**config.mk**
```make
export PLATFORM = sky130hd
export DESIGN_NAME = gol_pixel_renderer
export DESIGN_NICKNAME = d
export VERILOG_FILES = /design/src/rtl/gol_pixel_renderer.sv
export SDC_FILE = /design/constraint.sdc
export NUM_CORES = 1
export LEC_CHECK = 0
export BUFFER_PORTS_ARGS = -buffer_cell sky130_fd_sc_hd__buf_2
export CAP_MARGIN = 20
export CORE_ASPECT_RATIO = 0.7
export CORE_MARGIN = 2
export CORE_UTILIZATION = 44
export DETAILED_ROUTE_END_ITERATION = 8
export HOLD_SLACK_MARGIN = 0.05
export PLACE_DENSITY = 0.75
export SYNTH_ARGS = -nofsm -noshare
export SYNTH_HDL_FRONTEND = slang
export SYNTH_SLANG_ARGS = --single-unit
```
**constraint.sdc**
```tcl
create_clock -name clk -period 0.8 [get_ports clk]
set_input_delay 0.16 -clock clk [delete_from_list [all_inputs] [get_ports clk]]
set_output_delay 0.16 -clock clk [all_outputs]
set_load 0.1 [all_outputs]
```
**src/rtl/gol_pixel_renderer.sv**
```systemverilog
// Game of Life pixel renderer: maps VGA h/v counts to grid-memory reads and
// per-pixel RGB through a fixed 3-clock pipeline with sync re-timed alongside.
module gol_pixel_renderer #(
  parameter int CELL_SHIFT = 4,
  parameter int GRID_W     = 40,
  parameter int GRID_H     = 30,
  parameter int ADDR_W     = 11,
  parameter int GRID_LINES = 1
) (
  input  logic              clk,
  input  logic              rst_n,
  input  logic [15:0]       h_count,
  input  logic [15:0]       v_count,
  output logic [ADDR_W-1:0] cell_addr,
  output logic              cell_rd_en,
  input  logic              cell_data,
  output logic              hsync_vga,
  output logic              vsync_vga,
  output logic [3:0]        r_vga,
  output logic [3:0]        g_vga,
  output logic [3:0]        b_vga,
  output logic              vblank_start
);

  localparam int XW = 10;
  localparam int CW = XW - CELL_SHIFT;

  logic              active_s0;
  logic [XW-1:0]     x_s0;
  logic [XW-1:0]     y_s0;
  logic [CW-1:0]     col_s0;
  logic [CW-1:0]     row_s0;
  logic [ADDR_W-1:0] addr_s0;
  logic              edge_s0;
  logic              hs_s0;
  logic              vs_s0;
  logic              eoav_s0;

  logic              edge_s1;
  logic              hs_s1;
  logic              vs_s1;
  logic              eoav_s1;

  logic              act_s2;
  logic              edge_s2;
  logic              hs_s2;
  logic              vs_s2;
  logic              eoav_s2;

  logic [3:0]        level;

  // The row/col bound also keeps the address inside the grid if the
  // parameters are ever set so the grid is smaller than the visible area.
  always_comb begin
    active_s0 = (h_count >= 16'd144) && (h_count <= 16'd783) &&
                (v_count >= 16'd35)  && (v_count <= 16'd514);
    x_s0      = XW'(h_count - 16'd144);
    y_s0      = XW'(v_count - 16'd35);
    col_s0    = x_s0[XW-1:CELL_SHIFT];
    row_s0    = y_s0[XW-1:CELL_SHIFT];
    active_s0 = active_s0 && (col_s0 < CW'(GRID_W)) && (row_s0 < CW'(GRID_H));
    addr_s0   = ADDR_W'(row_s0) * ADDR_W'(GRID_W) + ADDR_W'(col_s0);
    edge_s0   = (GRID_LINES != 0) && active_s0 &&
                ((x_s0[CELL_SHIFT-1:0] == '0) || (y_s0[CELL_SHIFT-1:0] == '0));
    hs_s0     = (h_count < 16'd96);
    vs_s0     = (v_count < 16'd2);
    eoav_s0   = (h_count == 16'd0) && (v_count == 16'd515);
  end

  always_ff @(posedge clk or negedge rst_n) begin
    if (!rst_n) begin
      cell_addr  <= '0;
      cell_rd_en <= 1'b0;
      edge_s1    <= 1'b0;
      hs_s1      <= 1'b0;
      vs_s1      <= 1'b0;
      eoav_s1    <= 1'b0;
    end else begin
      if (active_s0) begin
        cell_addr <= addr_s0;
      end
      cell_rd_en <= active_s0;
      edge_s1    <= edge_s0;
      hs_s1      <= hs_s0;
      vs_s1      <= vs_s0;
      eoav_s1    <= eoav_s0;
    end
  end

  // Memory is busy returning cell_data during this stage; everything else waits.
  always_ff @(posedge clk or negedge rst_n) begin
    if (!rst_n) begin
      act_s2  <= 1'b0;
      edge_s2 <= 1'b0;
      hs_s2   <= 1'b0;
      vs_s2   <= 1'b0;
      eoav_s2 <= 1'b0;
    end else begin
      act_s2  <= cell_rd_en;
      edge_s2 <= edge_s1;
      hs_s2   <= hs_s1;
      vs_s2   <= vs_s1;
      eoav_s2 <= eoav_s1;
    end
  end

  always_comb begin
    level = 4'h0;
    if (act_s2) begin
      if (cell_data) begin
        level = 4'hF;
      end else if (edge_s2) begin
        level = 4'h2;
      end
    end
  end

  always_ff @(posedge clk or negedge rst_n) begin
    if (!rst_n) begin
      r_vga        <= 4'h0;
      g_vga        <= 4'h0;
      b_vga        <= 4'h0;
      hsync_vga    <= 1'b0;
      vsync_vga    <= 1'b0;
      vblank_start <= 1'b0;
    end else begin
      r_vga        <= level;
      g_vga        <= level;
      b_vga        <= level;
      hsync_vga    <= hs_s2;
      vsync_vga    <= vs_s2;
      vblank_start <= eoav_s2;
    end
  end

endmodule

```
==> results.sh, run 1 <==
export IMPL_grt_max_degree=27
export IMPL_ys_warn_count=0
export IMPL_synth_area_leaders="dfrtp_1, ha_1, mux2_4, buf_4, xor2_1"
export IMPL_boundaryPins=62
export IMPL_async_reset_ff_share_pct=100
export IMPL_dp_hpwl_um=3880
export IMPL_yosysSeqAreaShare_pct=38.8
export IMPL_synth_largest_area_cell="dfrtp_1"
export IMPL_antenna_found_initial=0
export IMPL_syn_area_per_cell_um2=10.5
export IMPL_dp_worst_setup_slack_ns=-2.27
export IMPL_ys_types=43
export IMPL_clk_path_buf_depth=2
export IMPL_die_w_um=77.8
export IMPL_start_util_pct=46.8
export IMPL_status="stopped before the end"
export IMPL_syn_nets=209
export IMPL_portBuffers=61
export IMPL_fp_dieH_um=55.6
export IMPL_synth_top_cell_area_share_pct=38.8
export IMPL_synth_edf_count=0
export IMPL_netlist_area_um2=1680
export IMPL_worstEpCategory="register input"
export IMPL_grt_worst_endpoint="cell_addr[10]$_DFFE_PN0P_/D"
export IMPL_cts_root_buf="clkbuf_8"
export IMPL_tool_error="[ERROR DPL-0033] detailed placement checks failed during check placement."
export IMPL_synthFlopType="dfrtp_1"
export IMPL_cts_sinks=26
export IMPL_htreeDepth=1
export IMPL_gp_congestion=0.838
export IMPL_haltStage="5_1_grt"
export IMPL_cts_buffers_inserted=3
export IMPL_rows=18
export IMPL_synth_seq_cells=26
export IMPL_synth_cells=159
-- per-stage QoR --
stage	area [um2]	setup TNS, ns	instances
floorplan	1970	-19.90	159
global placement	2880	-22.66	304
detailed placement	2880	-23.94	304
CTS	3230	-26.95	324
-- Yosys cell counts, drive strengths merged (4+ instances only) --
master,n
a21oi,6
buf,11
dfrtp,26
ha,13
inv,8
mux2,9
nand2,7
nand3,4
nor2,15
nor3,6
nor4,5
xnor2,6
xor2,7
-- what timing repair did --
action                                  CTS
setup buffers                            16
endpoints found under the setup margin   43
endpoints found under the hold margin    26
hold buffers                              1
resized for setup                        34
pin swaps                                 4
-- kinds of logic after synthesis --
group / share of synthesized area (%)
adders and majority gates: 12.1
buffers and inverters: 7.39
AOI/OAI and AO/OA: 9.93
xor gates and xnor gates: 6.79
muxes: 9.03
DFF: 38.8
and+or+nand+nor: 16.0
==> inputs of run 2 (changes only) <==
CORE_ASPECT_RATIO = not set   (was 0.7)
CORE_UTILIZATION = 35   (was 44)
HOLD_SLACK_MARGIN = not set   (was 0.05)
PLACE_DENSITY = not set   (was 0.75)
PLACE_DENSITY_LB_ADDON = 0.15   (was not set)
clock period = 1 ns   (was 0.8 ns; I/O delays follow)
==> run 2 against run 1 <==
Synthesized cell count stayed put. The flow now finishes, with violations (negative setup slack). Area after synthesis stayed put.
==> results.sh, run 2 <==
export IMPL_core_um2=4660
export IMPL_async_reset_ff_share_pct=100
export IMPL_wl_per_cell_um=11.8
export IMPL_fmax_mhz=358
export IMPL_diodes=0
export IMPL_path_cells="buf_6 > a2111o_1 > and2_4 > nor2_4 > xor2_2 > ha_1 > ha_4 > fa_2 > nand3_2 > nor4_4 > xnor2_1 > mux2_4"
export IMPL_status="finished with violations"
export IMPL_total_power_uw=3080
export IMPL_syn_to_final_growth_pct=92.8
export IMPL_gp_congestion=0.791
export IMPL_ys_warn_count=0
export IMPL_syn_area_per_cell_um2=10.5
export IMPL_finalSetupViolCount=43
export IMPL_grt_use_total_pct=16.0
export IMPL_clk_pin_slew_ns=0.08
export IMPL_violations="negative setup slack"
export IMPL_cts_sinks=26
export IMPL_grt_pass1_wl_um=6820
export IMPL_drive_gt1_share_pct=66.3
export IMPL_drt_wl_total_um=3900
export IMPL_critPathMaxStageDelay_ns=0.59
export IMPL_start_kind="input pin"
export IMPL_synthFlopType="dfrtp_1"
export IMPL_top_regs="cell_addr: 11 flops, b_vga: 2 flops"
export IMPL_period_share_pct=279
export IMPL_viasPerCell=4.74
export IMPL_clk_path_buf_depth=2
export IMPL_final_antenna_net_count=0
export IMPL_antenna_found_initial=0
export IMPL_tightest_slew_ns=0.345
export IMPL_cts_buffers_inserted=3
export IMPL_critPathArrivalTime_ns=2.94
export IMPL_hold_viol_final=0
export IMPL_cts_root_buf="clkbuf_8"
export IMPL_syn_nets=209
export IMPL_worstSetupEndpointType="register"
export IMPL_netlist_area_um2=1680
export IMPL_ys_types=43
export IMPL_drt_pass1_iter_count=4
export IMPL_period_minus_slack_ns=2.79
export IMPL_synth_edf_count=0
export IMPL_clock_skew_ns=0.00413
export IMPL_whs_ns=0.157
export IMPL_dp_hpwl_um=2950
export IMPL_portBuffers=61
export IMPL_htreeDepth=1
export IMPL_rows=25
export IMPL_grt_max_degree=27
export IMPL_synth_top_cell_area_share_pct=38.8
export IMPL_largest_register_ffs=11
export IMPL_yosys_top_cells_count="dfrtp_1, nor2_1, ha_1, buf_4"
export IMPL_timing_final_ws_setup_ns=-1.79
export IMPL_vias=1564
export IMPL_regMostFlops="cell_addr"
export IMPL_slew_viol_final=0
export IMPL_yosysSeqAreaShare_pct=38.8
export IMPL_slew_headroom_pct=76.9
export IMPL_rsz0062_at_grt="yes"
export IMPL_drcViolationCount=0
export IMPL_layout_commonest_cell="buf_4"
export IMPL_worstHoldPathType="input pin to register"
export IMPL_synth_area_leaders="dfrtp_1, ha_1, mux2_4, buf_4, xor2_1"
export IMPL_p_leak_uw=0.00154
export IMPL_fp_dieH_um=73.2
export IMPL_die_w_um=73.2
export IMPL_synth_cells=159
export IMPL_boundaryPins=62
export IMPL_critPathTopFamily="adder cells"
export IMPL_grt_pass1_vias=1607
export IMPL_first_iter_violations=57
export IMPL_critPathRequiredTime_ns=1.15
export IMPL_slowest_stage="fa_2"
export IMPL_start_util_pct=36.0
export IMPL_drv_cap=0
export IMPL_cp_buffers_inverters=1
export IMPL_overflow=0
export IMPL_cts_tree="built"
export IMPL_finalNonFillerCells=330
export IMPL_synth_seq_cells=26
export IMPL_power_per_cell_area_nw_per_um2=954
export IMPL_synth_largest_area_cell="dfrtp_1"
export IMPL_nets=327
export IMPL_post_place_cells=303
export IMPL_yosysMostFrequentCell="dfrtp_1"
export IMPL_dieArea_um2=5360
export IMPL_ir_drop_mv=0.495
export IMPL_final_setup_tns_ns=-21.34
export IMPL_insertion_delay_ns=0.26
export IMPL_path_max_fanout=4
export IMPL_mostFrequentLayoutCells="buf_4, buf_2, buf_12"
export IMPL_crit_type="input pin to register"
==> run 2: cell counts after synthesis <==
No cell type changed its count.
==> run 2: path summary, 6_finish.rpt <==
check,start,end,slack (ns),cells past startpoint
worst max-delay path,v_count[1],cell_addr[10],-1.79,12
worst min-delay path,cell_data,b_vga[1],0.16,2
worst max register to register,cell_addr[8],cell_addr[8],0.06,2
worst min register to register,eoav_s1,eoav_s2,0.35,0
max in group asynchronous,rst_n,b_vga[2],0.32,2
min in group asynchronous,rst_n,cell_addr[2],0.40,2
==> run 2: timing repair <==
| action | CTS | global route |
|---|---|---|
| hold buffers | 1 | 0 |
| gates resized for setup | 28 | 9 |
| pin swaps | 9 | 13 |
| setup endpoints to repair | 43 | 52 |
| setup buffers | 13 | 8 |
| endpoints found under the hold margin | 26 | 0 |
| cloned | 1 | 0 |
==> run 2: logic make-up after synthesis <==
group / Yosys count / synth area share (%)
and+or+nand+nor: 51 / 16.0
DFF: 26 / 38.8
AOI/OAI and AO/OA: 22 / 9.93
buffers and inverters: 21 / 7.39
adders and majority gates: 15 / 12.1
xor gates and xnor gates: 13 / 6.79
muxes: 11 / 9.03
==> run 2: where the power goes <==
group | leakage, uW | internal, uW | switching, uW
clock | 0.0000357 | 535 | 302
sequential | 0.000328 | 1050 | 0.934
combinational | 0.00118 | 658 | 536
==> run 2: cell type report <==
cell class	count	area, um2
clock buffer	3	41.3
clock inverter	1	30.0
fill	326	1430
inverter	8	30.0
multi-input combinational	112	1090
sequential	26	676
tap	54	67.6
timing repair buffer	126	1300
==> run 2: per-layer routing <==
| layer | vias up | part of all wire [%] | track usage, % |
|---|---|---|---|
| met1 | 728 | 42 | 19.3 |
| met5 | - | 0 | 0 |
| met2 | 45 | 53 | 29.7 |
| met3 | 4 | 3.6 | 1.10 |
| met4 | 0 | 1.1 | 5.35 |
| li1 | 787 | - | - |
==> run 2: stage by stage <==
stage          setup WS [ns]  util, %  area, um2
2_1_floorplan          -1.93        -       1930
3_3_place_gp           -2.01     59.9       2790
3_5_place_dp           -2.09     59.9       2790
4_1_cts                -1.71     67.1       3130
5_1_grt                -1.93     69.4       3230
6_report               -1.79     69.4       3230
No activity file was read; power rests on OpenSTA's default activity.
